$ cat config.mk
export PLATFORM = sky130hd
export DESIGN_NAME = if_fetch_stage
export DESIGN_NICKNAME = d
export VERILOG_FILES = /design/src/rtl/arm_fetch_pkg.sv /design/src/rtl/fetch_buffer.sv /design/src/rtl/if_fetch_stage.sv
export SDC_FILE = /design/constraint.sdc
export NUM_CORES = 1
export LEC_CHECK = 0
export CORE_ASPECT_RATIO = 0.6
export CORE_MARGIN = 5
export CORE_UTILIZATION = 48
export DETAILED_ROUTE_END_ITERATION = 6
export PLACE_DENSITY = 0.77
export SKIP_LAST_GASP = 1
export SYNTH_ARGS = -nofsm -noshare
export SYNTH_HDL_FRONTEND = slang
export SYNTH_SLANG_ARGS = --single-unit
$ cat constraint.sdc
create_clock -name clk -period 4.3 [get_ports clk]
set_input_delay 1.075 -clock clk [delete_from_list [all_inputs] [get_ports clk]]
set_output_delay 1.075 -clock clk [all_outputs]
set_load 0.02 [all_outputs]
$ cat src/rtl/arm_fetch_pkg.sv
`default_nettype none
// +--------------------------------------------------------------+
// | arm_fetch_pkg: fetch-stage states, widths and entry type      |
// | Rev 1.0                                                       |
// +--------------------------------------------------------------+
package arm_fetch_pkg;

  localparam int          INSTR_W          = 32;
  localparam logic [31:0] PC_STEP          = 32'd4;
  localparam logic [31:0] DEFAULT_RESET_PC = 32'h0000_0000;

  typedef enum logic [1:0] {
    ST_IDLE = 2'd0,
    ST_REQ  = 2'd1,
    ST_DROP = 2'd2
  } fetch_state_e;

  typedef struct packed {
    logic [INSTR_W-1:0] pc;
    logic [INSTR_W-1:0] instr;
  } fetch_entry_t;

  function automatic logic [INSTR_W-1:0] next_pc(input logic [INSTR_W-1:0] cur);
    return cur + PC_STEP;
  endfunction

endpackage
`default_nettype wire

$ cat src/rtl/fetch_buffer.sv
`default_nettype none
// +--------------------------------------------------------------+
// | fetch_buffer: DEPTH-entry {pc, instr} FIFO with sync flush    |
// | Rev 1.0                                                       |
// +--------------------------------------------------------------+
module fetch_buffer
  import arm_fetch_pkg::*;
#(
  parameter int DEPTH = 2
) (
  input  logic                   clk,
  input  logic                   rst_n,
  input  logic                   flush_i,
  input  logic                   push_i,
  input  logic                   pop_i,
  input  fetch_entry_t           wdata_i,
  output fetch_entry_t           rdata_o,
  output logic                   full_o,
  output logic                   empty_o,
  output logic [$clog2(DEPTH):0] count_o
);

  localparam int            PW      = $clog2(DEPTH);
  localparam logic [PW:0]   DEPTH_C = (PW+1)'(DEPTH);

  fetch_entry_t    mem_q [DEPTH];
  logic [PW-1:0]   wr_ptr_q, rd_ptr_q;
  logic [PW:0]     cnt_q;
  logic            pop_ok;

  assign empty_o = (cnt_q == '0);
  assign full_o  = (cnt_q == DEPTH_C);
  assign count_o = cnt_q;
  assign pop_ok  = pop_i && !empty_o;
  assign rdata_o = empty_o ? '0 : mem_q[rd_ptr_q];

  // Caller guarantees push only when not full or popping in the same cycle.
  always_ff @(posedge clk or negedge rst_n) begin
    if (!rst_n) begin
      wr_ptr_q <= '0;
      rd_ptr_q <= '0;
      cnt_q    <= '0;
    end else if (flush_i) begin
      wr_ptr_q <= '0;
      rd_ptr_q <= '0;
      cnt_q    <= '0;
    end else begin
      if (push_i) wr_ptr_q <= wr_ptr_q + PW'(1);
      if (pop_ok) rd_ptr_q <= rd_ptr_q + PW'(1);
      cnt_q <= cnt_q + (PW+1)'(push_i) - (PW+1)'(pop_ok);
    end
  end

  always_ff @(posedge clk) begin
    if (push_i && !flush_i) mem_q[wr_ptr_q] <= wdata_i;
  end

endmodule
`default_nettype wire

$ cat src/rtl/if_fetch_stage.sv
`default_nettype none
// +--------------------------------------------------------------+
// | if_fetch_stage: PC owner, req/ack imem fetch, prefetch queue  |
// | Rev 1.0                                                       |
// +--------------------------------------------------------------+
module if_fetch_stage
  import arm_fetch_pkg::*;
#(
  parameter int          DEPTH    = 2,
  parameter logic [31:0] RESET_PC = DEFAULT_RESET_PC
) (
  input  logic               clk,
  input  logic               rst_n,
  input  logic               freeze_i,
  input  logic               branch_taken_i,
  input  logic [INSTR_W-1:0] branch_addr_i,
  output logic               imem_req_o,
  output logic [INSTR_W-1:0] imem_addr_o,
  input  logic               imem_ack_i,
  input  logic [INSTR_W-1:0] imem_rdata_i,
  output logic [INSTR_W-1:0] instruction_o,
  output logic [INSTR_W-1:0] pc_o,
  output logic               valid_o
);

  localparam int            PW      = $clog2(DEPTH);
  localparam int            CW      = PW + 2;
  localparam logic [CW-1:0] DEPTH_C = CW'(DEPTH);

  fetch_state_e        state_q, state_d;
  logic [INSTR_W-1:0]  fetch_pc_q, fetch_pc_d;
  logic [INSTR_W-1:0]  addr_q, addr_d;

  logic                buf_empty, buf_full;
  logic [PW:0]         buf_count;
  fetch_entry_t        head, push_entry;
  logic                push, pop, room;
  logic [CW-1:0]       cnt_next;

  // Only a live (non-stale) ack outside a redirect cycle lands in the buffer.
  assign push       = (state_q == ST_REQ) && imem_ack_i && !branch_taken_i;
  assign valid_o    = !buf_empty && !branch_taken_i;
  assign pop        = valid_o && !freeze_i;
  assign cnt_next   = CW'(buf_count) + CW'(push) - CW'(pop);
  assign room       = (cnt_next < DEPTH_C);
  assign push_entry = '{pc: next_pc(fetch_pc_q), instr: imem_rdata_i};

  fetch_buffer #(
    .DEPTH (DEPTH)
  ) u_buf (
    .clk     (clk),
    .rst_n   (rst_n),
    .flush_i (branch_taken_i),
    .push_i  (push && (!buf_full || pop)),
    .pop_i   (pop),
    .wdata_i (push_entry),
    .rdata_o (head),
    .full_o  (buf_full),
    .empty_o (buf_empty),
    .count_o (buf_count)
  );

  always_ff @(posedge clk or negedge rst_n) begin
    if (!rst_n) state_q <= ST_IDLE;
    else        state_q <= state_d;
  end

  always_comb begin
    state_d = state_q;
    case (state_q)
      ST_IDLE: begin
        if (!branch_taken_i && room) state_d = ST_REQ;
      end
      ST_REQ: begin
        if (branch_taken_i)  state_d = imem_ack_i ? ST_IDLE : ST_DROP;
        else if (imem_ack_i) state_d = room ? ST_REQ : ST_IDLE;
      end
      ST_DROP: begin
        if (imem_ack_i) state_d = ST_IDLE;
      end
      default: state_d = ST_IDLE;
    endcase
  end

  always_comb begin
    imem_req_o    = (state_q != ST_IDLE);
    imem_addr_o   = addr_q;
    instruction_o = head.instr;
    pc_o          = head.pc;
  end

  // The bus address only moves when a new transfer starts, keeping it stable under req.
  always_comb begin
    fetch_pc_d = fetch_pc_q;
    addr_d     = addr_q;
    if (branch_taken_i) fetch_pc_d = branch_addr_i;
    else if (push)      fetch_pc_d = next_pc(fetch_pc_q);
    if ((state_q == ST_IDLE) && (state_d == ST_REQ))
      addr_d = fetch_pc_q;
    else if ((state_q == ST_REQ) && (state_d == ST_REQ) && push)
      addr_d = next_pc(fetch_pc_q);
  end

  always_ff @(posedge clk or negedge rst_n) begin
    if (!rst_n) begin
      fetch_pc_q <= RESET_PC;
      addr_q     <= RESET_PC;
    end else begin
      fetch_pc_q <= fetch_pc_d;
      addr_q     <= addr_d;
    end
  end

endmodule
`default_nettype wire
==> run summary <==
die width = 188 microns
starting DRC count in detailed routing = 784
largest net degree at the start of global routing = 69
post-DP HPWL = 15200 microns
initial core utilization = 48.4%
Hold Crit Class = flip-flop to flip-flop
hold_sp = imem_addr_o[21]
CTS tree = done
RSZ-0062 raised after global routing = false
Cell Rows = 39
Critical Path RT = 3.22 ns
Chip Height = 117 microns
First-pass DRT Iterations = 5
DRC Markers = 0
DP Area = 11000 sq um
Mapped Area = 9110 sq um
io pins = 167
DR WL/cell = 18.9 microns
P_leak = 4.05 nW
Slew Limit Fails = 0
FFs w/ async S/R, synth = 35.4%
Final Hold Fails = 0
ys flop type = edfxtp_1
fillcell total = 1514
FF-to-FF setup slack = 1.20 ns
ANT nets after route = 0
Setup Skew = 0.00886 ns
max_slew headroom = 35.3%
Sinks on Clock Net = 198
total wire length = 22300 microns
hold endpoint = imem_addr_o[21]
global-route wire length before repair = 35200 microns
mean post-synth cell area = 11.7 sq um
CP arrival = 2.70 ns
FF-to-FF Start = u_buf.count_o[1]
Max VDD drop = 0.284 mV
cell count after synthesis = 779
Max H-tree Level = 4
Yosys warning count = 0
Clock transition at path regs = 0.07 ns
GRT Total Usage = 20.7%
# setup viols final = 0
clk root buf = clkbuf_16
register area share after synthesis = 61.4%
crit path max fanout = 52
CTS Buffer Depth = 2
hold depth = 2
# diodes = 0
final non-filler cell total = 1180
Design Power = 5.82 mW
hold buffer count at cts = 0
worst slew pin tran = 0.970 ns
initial antenna violation count = 0
status = finished, final reports clean
Clock Latency Late Sink = 0.43 ns
Finished Cell Area = 11600 sq um
Post-CTS Setup Repair Bufs = 0
Distinct cells, synth = 51
vias per inst = 5.56
Worst R2R End = imem_addr_o[14]
Tcrit/Tclk final = 87.7%
total gr overflow = 0
# placed instances = 1148
area of the core = 18800 sq um
startpoint types = flip-flop
total CTS buffers = 17
die area = 21900 sq um
P&R area growth vs syn = 27.4%
GPL Wtd Cong = 0.873
post_cts resized = 0
crit path kind = flip-flop to output port
Cell Pwr Density = 501 nW/um^2
Peak Freq = 265 MHz
Syn Nets = 853
EDFF count, synth = 128
flip-flop and latch count after synthesis = 198
total of max-cap violations = 0
layout cell share with drive strength beyond 1 = 7.39%
vias = 6564
Final min period = 3.77 ns
R2R depth = 10
Critical Path End Type = output port
Final Net Count = 995
number of global-route vias before repair = 6443
number of port buffers = 166
## through the flow
stage               setup TNS, ns  util (%)  worst slack [ns]  hold WS (ns)
global placement                0      58.4             0.304         0.473
finish                          0      61.6             0.528         0.495
floorplan                  -66.39         -            -0.519         0.456
detailed placement              0      58.4             0.181         0.481
global route                    0      61.6             0.322         0.522
CTS                             0      61.6             0.493         0.496
## placed cells by master (no fill, tap or decap), types with 3 or more instances in the layout
cell type / instances
edfxtp_1: 128
nand3b_1: 4
mux2i_1: 65
buf_4: 21
nand2_1: 83
a31oi_1: 4
xor2_1: 20
and3_1: 10
nand4_1: 10
dfrtp_1: 69
a41oi_1: 4
inv_1: 7
a21oi_1: 10
o21ai_0: 51
xnor2_1: 41
nor3_1: 19
inv_6: 3
a22oi_1: 5
clkbuf_16: 17
or3_1: 4
o311ai_0: 8
and4_1: 4
mux2_2: 4
clkdlybuf4s50_1: 164
bufinv_16: 3
nor2_4: 3
a221o_1: 6
nor4_1: 4
nor2_1: 87
a32oi_1: 5
nand3_1: 27
ha_1: 4
## how the worst max path moves through the flow
stage	end	slack, ns	from	cells after the start
floorplan	u_buf.mem_q[0][0]	-0.52	imem_ack_i	3
global placement	imem_addr_o[14]	0.30	freeze_i	10
detailed placement	imem_addr_o[14]	0.18	freeze_i	10
CTS	instruction_o[9]	0.49	u_buf.rd_ptr_q	4
global route	imem_addr_o[14]	0.32	freeze_i	10
finish	pc_o[19]	0.53	u_buf.rd_ptr_q	4
## report_power, final
part / switching [mW] / total [mW] / leakage [nW] / internal [mW]
logic: 0.885 / 1.66 / 1.73 / 0.772
clock network: 0.709 / 1.63 / 0.290 / 0.925
registers: 0.245 / 2.53 / 2.03 / 2.28
total: 1.84 / 5.82 / 4.05 / 3.98
## metal layers
layer	GRT usage (%)	part of all wire [%]	vias to the layer above
met4	5.03	1.0	0
met2	31.1	44	268
li1	-	-	3068
met3	5.05	8.3	21
met5	0	0	-
met1	30.8	47	3207
## cells by family after synthesis
group / share of synthesized area [%]
AND/OR/NAND/NOR: 13.9
flip-flops: 61.4
AO/OA/AOI/OAI: 7.09
buffers and inverters: 3.27
multiplexers: 7.64
XOR/XNOR: 5.87
adder cells (fa/ha/maj): 0.769
## synthesized netlist by cell type (6+ instances only)
master    instances  area share, %
nand3_1          27            1.5
a221o_1           6           0.66
buf_2            12           0.66
nor3_1           19            1.0
o311ai_0          8           0.77
nor2_1           91            3.8
clkbuf_1         46            1.9
xor2_1           20            1.9
nand4_1          10           0.69
dfrtp_1          70             19
inv_1             7           0.29
nand2_1          83            3.4
edfxtp_1        128             42
xnor2_1          41            3.9
and3_1           10           0.69
o21ai_0          51            2.8
mux2i_1          65            7.1
a21oi_1          10           0.55
## cell type report
type / instances / area, sq um / area share, %
clock inverters: 13 / 170 / 1.47
flip-flops and latches: 198 / 5600 / 48.2
well taps: 246 / 308 / 2.65
repair buffers: 188 / 1830 / 15.8
clock buffers: 19 / 433 / 3.73
multi-input cells: 509 / 3240 / 27.9
inverters: 7 / 26.3 / 0.226
## critical path, cell delays in order, from the launching register on
cell and delay, ns:
dfrtp_4 1.06, buf_4 0.33, mux2i_1 0.22, nor2_1 0.06, clkdlybuf4s50_1 0.56
## sequential cells by signal, indices dropped and copies added (netlist names)
signal,flops
state_q,2
u_buf.mem_q,128
u_buf.rd_ptr_q,1
fetch_pc_q,32
imem_addr_o,32
u_buf.wr_ptr_q,1
u_buf.count_o,2
Power figures use the tool's default switching activity.
